**config.mk**
```make
export PLATFORM = sky130hd
export DESIGN_NAME = io_2to1
export DESIGN_NICKNAME = d
export VERILOG_FILES = /design/src/rtl/io_2to1.sv
export SDC_FILE = /design/constraint.sdc
export NUM_CORES = 1
export LEC_CHECK = 0
export ABC_AREA = 1
export BUFFER_PORTS_ARGS = -buffer_cell sky130_fd_sc_hd__buf_2
export CORE_ASPECT_RATIO = 1.4
export CORE_MARGIN = 1.5
export CORE_UTILIZATION = 51
export CTS_CLUSTER_SIZE = 20
export DETAILED_ROUTE_END_ITERATION = 10
export GPL_TIMING_DRIVEN = 0
export HOLD_SLACK_MARGIN = 0.1
export PLACE_DENSITY = 0.76
export SYNTH_ARGS = -nofsm -noshare
export SYNTH_HDL_FRONTEND = slang
export SYNTH_SLANG_ARGS = --single-unit
```
**constraint.sdc**
```tcl
create_clock -name clk -period 2.2 [get_ports clk]
set_clock_uncertainty 0.1 [all_clocks]
set_input_delay 0.11 -clock clk [delete_from_list [all_inputs] [get_ports clk]]
set_output_delay 0.11 -clock clk [all_outputs]
set_load 0.01 [all_outputs]
```
**src/rtl/io_2to1.sv**
```systemverilog
// io_2to1: two message sources and one checking sink around a 2-to-1 node.
// Handshake inputs are debounced; errors are sticky on dbg_leds.

`ifndef NS_ADDRESS_SIZE
`define NS_ADDRESS_SIZE 4
`endif
`ifndef NS_DATA_SIZE
`define NS_DATA_SIZE 8
`endif
`ifndef NS_REDUN_SIZE
`define NS_REDUN_SIZE 4
`endif
`ifndef NS_REQ_CKS
`define NS_REQ_CKS 2
`endif
`ifndef NS_ACK_CKS
`define NS_ACK_CKS 2
`endif

module calc_redun #(
    parameter int ASZ = 4,
    parameter int DSZ = 8,
    parameter int RSZ = 4
) (
    input  logic [ASZ-1:0] src,
    input  logic [ASZ-1:0] dst,
    input  logic [DSZ-1:0] dat,
    output logic [RSZ-1:0] red
);
    localparam int W = 2 * ASZ + DSZ;
    localparam int N = (W + RSZ - 1) / RSZ;

    logic [W-1:0] vec;

    // XOR-fold of the whole message in RSZ-wide chunks
    always_comb begin
        vec = {src, dst, dat};
        red = '0;
        for (int i = 0; i < N; i++) begin
            red = red ^ RSZ'(vec >> (i * RSZ));
        end
    end
endmodule

module io_deb #(
    parameter int CKS = 2
) (
    input  logic clk,
    input  logic reset,
    input  logic raw,
    output logic ckd
);
    localparam int CW = $clog2(CKS + 1);

    logic [CW-1:0] cnt;

    always_ff @(posedge clk or negedge reset) begin
        if (!reset) begin
            ckd <= 1'b0;
            cnt <= '0;
        end else if (raw == ckd) begin
            cnt <= '0;
        end else if (cnt == CW'(CKS - 1)) begin
            ckd <= raw;
            cnt <= '0;
        end else begin
            cnt <= cnt + CW'(1);
        end
    end
endmodule

module io_src #(
    parameter int SRC_ADDR = 9,
    parameter int MIN_ADDR = 1,
    parameter int MAX_ADDR = 1,
    parameter int ASZ      = 4,
    parameter int DSZ      = 8,
    parameter int RSZ      = 4,
    parameter int ACK_CKS  = 2
) (
    input  logic           clk,
    input  logic           reset,
    input  logic           ack_in,
    output logic [ASZ-1:0] src,
    output logic [ASZ-1:0] dst,
    output logic [DSZ-1:0] dat,
    output logic [RSZ-1:0] red,
    output logic           req
);
    typedef enum logic [1:0] {
        S_DST,
        S_DAT,
        S_RED,
        S_REQ
    } src_st_t;

    src_st_t        st, st_n;
    logic [ASZ-1:0] dst_n;
    logic [DSZ-1:0] dat_n;
    logic [RSZ-1:0] red_n, red_c;
    logic [3:0]     cnt, cnt_n;
    logic           req_n;
    logic           ack_ckd;

    assign src = ASZ'(SRC_ADDR);

    io_deb #(.CKS(ACK_CKS)) u_deb (
        .clk  (clk),
        .reset(reset),
        .raw  (ack_in),
        .ckd  (ack_ckd)
    );

    calc_redun #(.ASZ(ASZ), .DSZ(DSZ), .RSZ(RSZ)) u_red (
        .src(src),
        .dst(dst),
        .dat(dat),
        .red(red_c)
    );

    always_ff @(posedge clk or negedge reset) begin
        if (!reset) begin
            st  <= S_DST;
            dst <= ASZ'(MAX_ADDR);
            dat <= '0;
            red <= '0;
            cnt <= '0;
            req <= 1'b0;
        end else begin
            st  <= st_n;
            dst <= dst_n;
            dat <= dat_n;
            red <= red_n;
            cnt <= cnt_n;
            req <= req_n;
        end
    end

    always_comb begin
        st_n  = st;
        dst_n = dst;
        dat_n = dat;
        red_n = red;
        cnt_n = cnt;
        req_n = req;
        if (req && ack_ckd) begin
            req_n = 1'b0;
            st_n  = S_DST;
        end else if (!req && !ack_ckd) begin
            unique case (st)
                S_DST: begin
                    if (dst >= ASZ'(MAX_ADDR)) begin
                        dst_n = ASZ'(MIN_ADDR);
                    end else begin
                        dst_n = dst + ASZ'(1);
                    end
                    st_n = S_DAT;
                end
                S_DAT: begin
                    dat_n = {{(DSZ - 4){1'b0}}, cnt};
                    cnt_n = cnt + 4'd1;
                    st_n  = S_RED;
                end
                S_RED: begin
                    red_n = red_c;
                    st_n  = S_REQ;
                end
                S_REQ: begin
                    req_n = 1'b1;
                end
            endcase
        end
    end
endmodule

module io_snk #(
    parameter int SRC0_ADDR = 9,
    parameter int SRC1_ADDR = 10,
    parameter int MIN_ADDR  = 1,
    parameter int MAX_ADDR  = 1,
    parameter int ASZ       = 4,
    parameter int DSZ       = 8,
    parameter int RSZ       = 4,
    parameter int REQ_CKS   = 2
) (
    input  logic           clk,
    input  logic           reset,
    input  logic           req_in,
    input  logic [ASZ-1:0] i_src,
    input  logic [ASZ-1:0] i_dst,
    input  logic [DSZ-1:0] i_dat,
    input  logic [RSZ-1:0] i_red,
    output logic           ack,
    output logic [1:0]     seq_err,
    output logic           fmt_err,
    output logic [3:0]     disp0,
    output logic [3:0]     disp1
);
    typedef enum logic [1:0] {
        K_LAT,
        K_RED,
        K_CHK,
        K_DONE
    } snk_st_t;

    snk_st_t        st, st_n;
    logic [ASZ-1:0] l_src, l_src_n;
    logic [ASZ-1:0] l_dst, l_dst_n;
    logic [DSZ-1:0] l_dat, l_dat_n;
    logic [RSZ-1:0] l_red, l_red_n;
    logic [RSZ-1:0] c_red, c_red_n, r_c;
    logic [3:0]     back0, back0_n;
    logic [3:0]     back1, back1_n;
    logic [3:0]     disp0_n, disp1_n;
    logic [3:0]     bk, d4;
    logic [1:0]     seq_n;
    logic           fmt_n, ack_n;
    logic           req_ckd;
    logic           is0, is1, bad;

    io_deb #(.CKS(REQ_CKS)) u_deb (
        .clk  (clk),
        .reset(reset),
        .raw  (req_in),
        .ckd  (req_ckd)
    );

    calc_redun #(.ASZ(ASZ), .DSZ(DSZ), .RSZ(RSZ)) u_red (
        .src(l_src),
        .dst(l_dst),
        .dat(l_dat),
        .red(r_c)
    );

    assign d4  = l_dat[3:0];
    assign is0 = (l_src == ASZ'(SRC0_ADDR));
    assign is1 = (l_src == ASZ'(SRC1_ADDR));
    assign bk  = is1 ? back1 : back0;
    assign bad = !(is0 || is1)
               || (l_dst < ASZ'(MIN_ADDR))
               || (l_dst > ASZ'(MAX_ADDR))
               || (l_red != c_red);

    always_ff @(posedge clk or negedge reset) begin
        if (!reset) begin
            st      <= K_LAT;
            l_src   <= '0;
            l_dst   <= '0;
            l_dat   <= '0;
            l_red   <= '0;
            c_red   <= '0;
            back0   <= 4'hf;
            back1   <= 4'hf;
            seq_err <= '0;
            fmt_err <= 1'b0;
            disp0   <= '0;
            disp1   <= '0;
            ack     <= 1'b0;
        end else begin
            st      <= st_n;
            l_src   <= l_src_n;
            l_dst   <= l_dst_n;
            l_dat   <= l_dat_n;
            l_red   <= l_red_n;
            c_red   <= c_red_n;
            back0   <= back0_n;
            back1   <= back1_n;
            seq_err <= seq_n;
            fmt_err <= fmt_n;
            disp0   <= disp0_n;
            disp1   <= disp1_n;
            ack     <= ack_n;
        end
    end

    always_comb begin
        st_n    = st;
        l_src_n = l_src;
        l_dst_n = l_dst;
        l_dat_n = l_dat;
        l_red_n = l_red;
        c_red_n = c_red;
        back0_n = back0;
        back1_n = back1;
        seq_n   = seq_err;
        fmt_n   = fmt_err;
        disp0_n = disp0;
        disp1_n = disp1;
        ack_n   = ack;
        if (ack && !req_ckd) begin
            ack_n = 1'b0;
        end else if (req_ckd && !ack) begin
            unique case (st)
                K_LAT: begin
                    l_src_n = i_src;
                    l_dst_n = i_dst;
                    l_dat_n = i_dat;
                    l_red_n = i_red;
                    st_n    = K_RED;
                end
                K_RED: begin
                    c_red_n = r_c;
                    st_n    = K_CHK;
                end
                K_CHK: begin
                    st_n = K_DONE;
                    if (bad) begin
                        fmt_n = 1'b1;
                    end else if (!seq_err[is1]) begin
                        // back of 15 means nothing to compare against
                        if (bk != 4'hf && bk + 4'd1 != d4) begin
                            seq_n[is1] = 1'b1;
                        end else if (is1) begin
                            back1_n = d4;
                        end else begin
                            back0_n = d4;
                        end
                    end
                end
                K_DONE: begin
                    if (is0) disp0_n = d4;
                    if (is1) disp1_n = d4;
                    ack_n = 1'b1;
                    st_n  = K_LAT;
                end
            endcase
        end
    end
endmodule

module io_2to1 #(
    parameter int MIN_ADDR  = 1,
    parameter int MAX_ADDR  = 1,
    parameter int SRC0_ADDR = 9,
    parameter int SRC1_ADDR = 10,
    parameter int ASZ       = `NS_ADDRESS_SIZE,
    parameter int DSZ       = `NS_DATA_SIZE,
    parameter int RSZ       = `NS_REDUN_SIZE,
    parameter int REQ_CKS   = `NS_REQ_CKS,
    parameter int ACK_CKS   = `NS_ACK_CKS
) (
    input  logic           clk,
    input  logic           reset,
    output logic [ASZ-1:0] o0_src,
    output logic [ASZ-1:0] o0_dst,
    output logic [DSZ-1:0] o0_dat,
    output logic [RSZ-1:0] o0_red,
    output logic           o0_req_out,
    input  logic           o0_ack_in,
    output logic [ASZ-1:0] o1_src,
    output logic [ASZ-1:0] o1_dst,
    output logic [DSZ-1:0] o1_dat,
    output logic [RSZ-1:0] o1_red,
    output logic           o1_req_out,
    input  logic           o1_ack_in,
    input  logic [ASZ-1:0] i0_src,
    input  logic [ASZ-1:0] i0_dst,
    input  logic [DSZ-1:0] i0_dat,
    input  logic [RSZ-1:0] i0_red,
    input  logic           i0_req_in,
    output logic           i0_ack_out,
    output logic [3:0]     dbg_leds,
    output logic [3:0]     dbg_disp0,
    output logic [3:0]     dbg_disp1
);
    logic [1:0] seq_err;
    logic       fmt_err;

    io_src #(
        .SRC_ADDR(SRC0_ADDR), .MIN_ADDR(MIN_ADDR),
        .MAX_ADDR(MAX_ADDR), .ASZ(ASZ), .DSZ(DSZ),
        .RSZ(RSZ), .ACK_CKS(ACK_CKS)
    ) u_src0 (
        .clk   (clk),
        .reset (reset),
        .ack_in(o0_ack_in),
        .src   (o0_src),
        .dst   (o0_dst),
        .dat   (o0_dat),
        .red   (o0_red),
        .req   (o0_req_out)
    );

    io_src #(
        .SRC_ADDR(SRC1_ADDR), .MIN_ADDR(MIN_ADDR),
        .MAX_ADDR(MAX_ADDR), .ASZ(ASZ), .DSZ(DSZ),
        .RSZ(RSZ), .ACK_CKS(ACK_CKS)
    ) u_src1 (
        .clk   (clk),
        .reset (reset),
        .ack_in(o1_ack_in),
        .src   (o1_src),
        .dst   (o1_dst),
        .dat   (o1_dat),
        .red   (o1_red),
        .req   (o1_req_out)
    );

    io_snk #(
        .SRC0_ADDR(SRC0_ADDR), .SRC1_ADDR(SRC1_ADDR),
        .MIN_ADDR(MIN_ADDR), .MAX_ADDR(MAX_ADDR),
        .ASZ(ASZ), .DSZ(DSZ), .RSZ(RSZ),
        .REQ_CKS(REQ_CKS)
    ) u_snk (
        .clk    (clk),
        .reset  (reset),
        .req_in (i0_req_in),
        .i_src  (i0_src),
        .i_dst  (i0_dst),
        .i_dat  (i0_dat),
        .i_red  (i0_red),
        .ack    (i0_ack_out),
        .seq_err(seq_err),
        .fmt_err(fmt_err),
        .disp0  (dbg_disp0),
        .disp1  (dbg_disp1)
    );

    assign dbg_leds = {1'b0, fmt_err, seq_err};
endmodule

```
# == Word level (Yosys, flattened, before mapping) ==
# Cells that the tools add are included.
# classes
muxes,29
n_reduce_logical,53
add_sub_neg,8
bitwise_logic,18
eq_ne,20
order_cmp,6
# op_table
cell,count
3-bit AND reduction,8
4-bit by 1-bit adder with 4-bit output (second input constant),5
2-bit 2-to-1 mux,10
4-bit bitwise XOR,5
2-bit AND reduction,9
7-bit AND reduction,2
2-bit by 1-bit equality test with 1-bit output (second input constant),6
2-bit equality test (second input constant),6
1-bit 2-to-1 mux,12
4-bit 2-to-1 mux,3
2-bit one-hot mux with 3 select lines,2
4-bit AND reduction,3
2-bit nonzero test,6
1-bit NOT,10
4-bit equality test (second input constant),2
4-bit by 1-bit >= comparator with 1-bit output (second input constant),2
1-bit logical AND,8
4-bit != test,2
2-bit one-hot mux with 4 select lines,1
4-bit nonzero test,2
1-bit logical NOT,7
2-bit by 1-bit adder with 2-bit output (second input constant),3
2-bit logical NOT,3
6-bit AND reduction,1
other kinds (10),16
# totals
input_bits,25
output_inout_bits,55
wordCells,165
regBits,93

# == Depth between registers and ports, before layout ==
# depth
depth_word,8
depth_mapped,17
depth_no_buf,17

# == By module ==
# Synthesis repeated with hierarchy kept, for this count alone.
# hier_totals
hier_cells,693
hier_area_um2,5451.5
# by_module_without_submodules
mod,area_each_um2,seq_area_each_um2,instances,cells_per_inst
io_snk,2245.9,1161.1,1,226
io_src (u_src1),1019.7,476.7,1,116
io_src (u_src0),1007.2,476.7,1,117
calc_redun,255.2,0.0,3,60
io_deb,131.4,75.1,3,17
io_2to1,18.8,0.0,1,3

# == Worst setup path after synthesis ==
# Ideal clock, no wire load.
# synth_timing
path_type,register to register
from,register u_snk.l_src[0]
to,register u_snk.back0[2]
required_time_ns,2.024
path_stages_with_launch,14
setup_time_ns,0.076
n_path_buf,0
slack_ns,0.147
period_less_slack_ns,2.053
arrival_ns,1.877
cell_sequence,dfrtp_1 nor2_4 nand2_4 nand2_2 nand2_2 ha_1 xnor2_1 nand3_1 nor2_2 nand2_2 nand2_4 nand3_4 nand2_1 nand2_1
# synth_between
elab_chain_cells,8
elab_cells_between_ends,19
cone_classes,add/sub: 1; eq/ne: 4; mux: 3; bitwise: 4; reduce/logical: 7
# synth_lines
element,line,source
"start, declared",207,"logic [ASZ-1:0] l_src, l_src_n;"
"start signal, assigned",261,l_src <= l_src_n;
branches (longest 7 deep; another with 4-bit by 1-bit adder with 4-bit output),--,
7-bit AND reduction (no line) (*),--,
"end signal, assigned",266,back0 <= back0_n;
"end, declared",212,"logic [3:0] back0, back0_n;"
# Every way passes the cells marked *. The select of a mux whose other input is x is not followed.
# A chain may end at the register's enable or synchronous reset.

# == Final worst setup path ==
# layout_timing
from,register u_snk.l_src[0]
to,register u_snk.back0[3]
# The elaborated chain is that of the path after synthesis.

==> impl_metrics.json <==
{
  "top_register": "u_snk.l_dat",
  "start_util_pct": 52.6,
  "area_growth_pct": 26.3,
  "fin_tns_setup_ps": 0,
  "status": "complete, no violations",
  "synth_warnings": 0,
  "cts_buffers": 9,
  "whs_ps": 212,
  "yosys.area.top_type": "dfrtp_1",
  "cts_sinks": 93,
  "port_buffers": 62,
  "avgViaCountPerCell": 5.07,
  "start_kind": "flop",
  "path_cells": "nor2_4 -> nand2_4 -> nand2_2 -> nand2_2 -> ha_4 -> xnor2_2 -> nand3_1 -> nor2_2 -> nand2_2 -> nand2_4 -> nand3_4 -> nand2_2 -> nand2_2",
  "rsz0062_at_grt": "true",
  "crit_type": "reg2reg",
  "synthFlopType": "dfrtp_1",
  "crit_slowest_cell": "dfrtp_2",
  "dieArea_mm2": 0.00991,
  "ff2ff_setup_slack_ps": 70,
  "synth_area_leaders": "dfrtp_1 44%, ha_1 7.1%, nand2_1 6.3%",
  "relSlewSlack_pct": 56.7,
  "p_leak_uw": 0.00309,
  "timing.critical_path.fanout_max": 5,
  "dpl_worst_slack_ps": -244,
  "crit_cells": 13,
  "ys_seq_area_share_pct": 49.2,
  "num_vias": 3795,
  "drtIter0Drc": 195,
  "r2r-end": "u_snk.back0[3]",
  "synthArstFlopShare_pct": 100,
  "row_count": 41,
  "finalHoldViolCount": 0,
  "drc": 0,
  "syn_area_mm2": 0.00475,
  "rr_startpoint": "u_snk.l_src[0]",
  "die_width_um": 84.6,
  "grt_pass1_wl_mm": 16.3,
  "worstPathArrival_ps": 2300,
  "synth_seq_cells": 93,
  "finalPower_uw": 7690,
  "cp_num_buf_inv": 0,
  "synth_cell_types": 35,
  "wl_per_cell_um": 13.8,
  "vdd_drop_max_v": 0.000775,
  "die_height_um": 117,
  "path_common_cell": "nand2_2",
  "timing.final.crit_share_pct": 96.7,
  "syn_avg_cell_area_um2": 9.25,
  "min_path_type": "in2async",
  "netlist.area_leader.share_pct": 43.7,
  "num-nets-final": 688,
  "largest_reg_flops": 8,
  "end_kind": "flop",
  "io_pins": 80,
  "overflow": 0,
  "finalInstanceArea_mm2": 0.00600,
  "clk_pin_slew_worst_paths_ps": 60,
  "detailed_place_hpwl_mm": 7.12,
  "syn_inst": 514,
  "drv_cap": 0,
  "drv_slew": 0,
  "antenna_found_initial": 0,
  "htreeDepth": 3,
  "core_mm2": 0.00903,
  "grt_pass1_vias": 3531,
  "clock_path_buffers": 2,
  "worst_slew_pin_slew_ps": 644,
  "postRouteWirelength_mm": 10.3,
  "grt_max_degree": 52,
  "drive_gt1_share_pct": 25.0,
  "cts_root_buf": "clkbuf_16",
  "grtUsageTotal_pct": 21.1,
  "dr.pass1.iters": 4,
  "cp_data_required_time_ps": 2380,
  "cts_tree": "built",
  "synth_edf_count": 0,
  "gp_congestion": 0.860,
  "placed_cell_area_mm2": 0.00528,
  "min_period_ps": 2130,
  "setup_slack_ps": 73.2,
  "max_stage_delay_ps": 450,
  "setup_violations": 0,
  "num_antenna_cells": 0,
  "fmax_ghz": 0.470,
  "powerDensity_mw_per_mm2": 1280,
  "path_delay_family": "simple AND/OR/NAND/NOR gates",
  "critPathCapture": "u_snk.back0[3]",
  "ant_nets": 0,
  "clk_latency_ps": 340,
  "r2r_cells": 13,
  "critPathLaunch": "u_snk.l_src[0]"
}
-- metal layers --
layer	up-vias	track usage (%)	share of wire [%]
met5	-	0	0
met4	0	10.8	2.5
met3	23	3.93	4.0
met2	85	39.0	55
met1	1834	23.3	38
li1	1853	-	-
-- stage by stage --
stage | utilization [%] | cells
global placement | 58.2 | 698
detailed placement | 58.5 | 699
CTS | 65.2 | 742
floorplan | - | 529
global route | 66.5 | 748
finish | 66.5 | 748
-- cell usage after synthesis, types with 2 or more instances --
library cell / number
ha_1: 27
clkbuf_1: 3
xor2_1: 18
dfstp_2: 10
inv_1: 69
buf_4: 18
nor2_1: 42
conb_1: 2
mux2_2: 8
inv_2: 2
nand2_4: 3
a21oi_1: 29
xnor2_1: 13
nor3_1: 11
dfrtp_1: 83
nand2_2: 6
nand2_1: 80
nand3_1: 28
o21ai_0: 34
nand4_1: 9
nand3_2: 3
nor2_4: 3
-- worst min path at each step --
stage          slack [ps]               end
2_1_floorplan        -290         u_snk.ack
3_3_place_gp          250    u_snk.l_dat[6]
3_5_place_dp           50  u_snk.seq_err[0]
4_1_cts               240    u_snk.l_dst[0]
5_1_grt               270  u_snk.seq_err[0]
6_report              210    u_snk.l_dst[1]
-- report_power, final --
| part | total [µW] | switching, µW | internal [µW] | leakage (µW) |
|---|---|---|---|---|
| registers | 2970 | 584 | 2390 | 0.00112 |
| clock network | 1600 | 630 | 972 | 0.000152 |
| logic | 3120 | 1770 | 1350 | 0.00182 |
| total | 7690 | 2980 | 4710 | 0.00309 |
-- cell usage in the layout (no fill, tap or decap), types with 12 or more instances in the layout --
cell type      instances
nor2_1                42
nand2_1               75
xnor2_1               12
ha_1                  26
dfrtp_1               82
dlygate4sd3_1         24
o21ai_0               34
nand3_1               27
buf_2                 62
xor2_1                18
conb_1                17
a21oi_1               29
inv_1                 68
buf_4                 26
-- area by class of cell --
cell class                      count  area (µm²)
Fill cell                         724        3030
Sequential cell                    93        2340
Multi-Input combinational cell    344        2120
Timing Repair Buffer               96         673
Clock buffer                       13         270
Inverter                           71         267
Buffer                             21         155
Tap cell                          107         134
Clock inverter                      3        42.5
-- cell families (layout without fill, tap and decap cells) --
logic type               Yosys count  after routing  synth area share (%)
other                              2             17                 0.158
XOR/XNOR                          31             31                  5.71
AND/OR/NAND/NOR                  192            193                  19.5
flip-flops                        93             93                  49.2
AO/OA/AOI/OAI                     68             68                  7.42
buffers and inverters             93            204                  8.93
adder cells (fa/ha/maj)           27             27                  7.11
multiplexers                       8              8                  1.90
-- what timing repair did --
item	4_1_cts	5_1_grt
resized for setup	2	16
endpoints found under the hold margin	71	0
pin swaps	2	11
gates cloned	0	1
setup buffers	4	5
endpoints found under the setup margin	19	18
hold buffers	24	0
(Power assumes the default switching activity.)
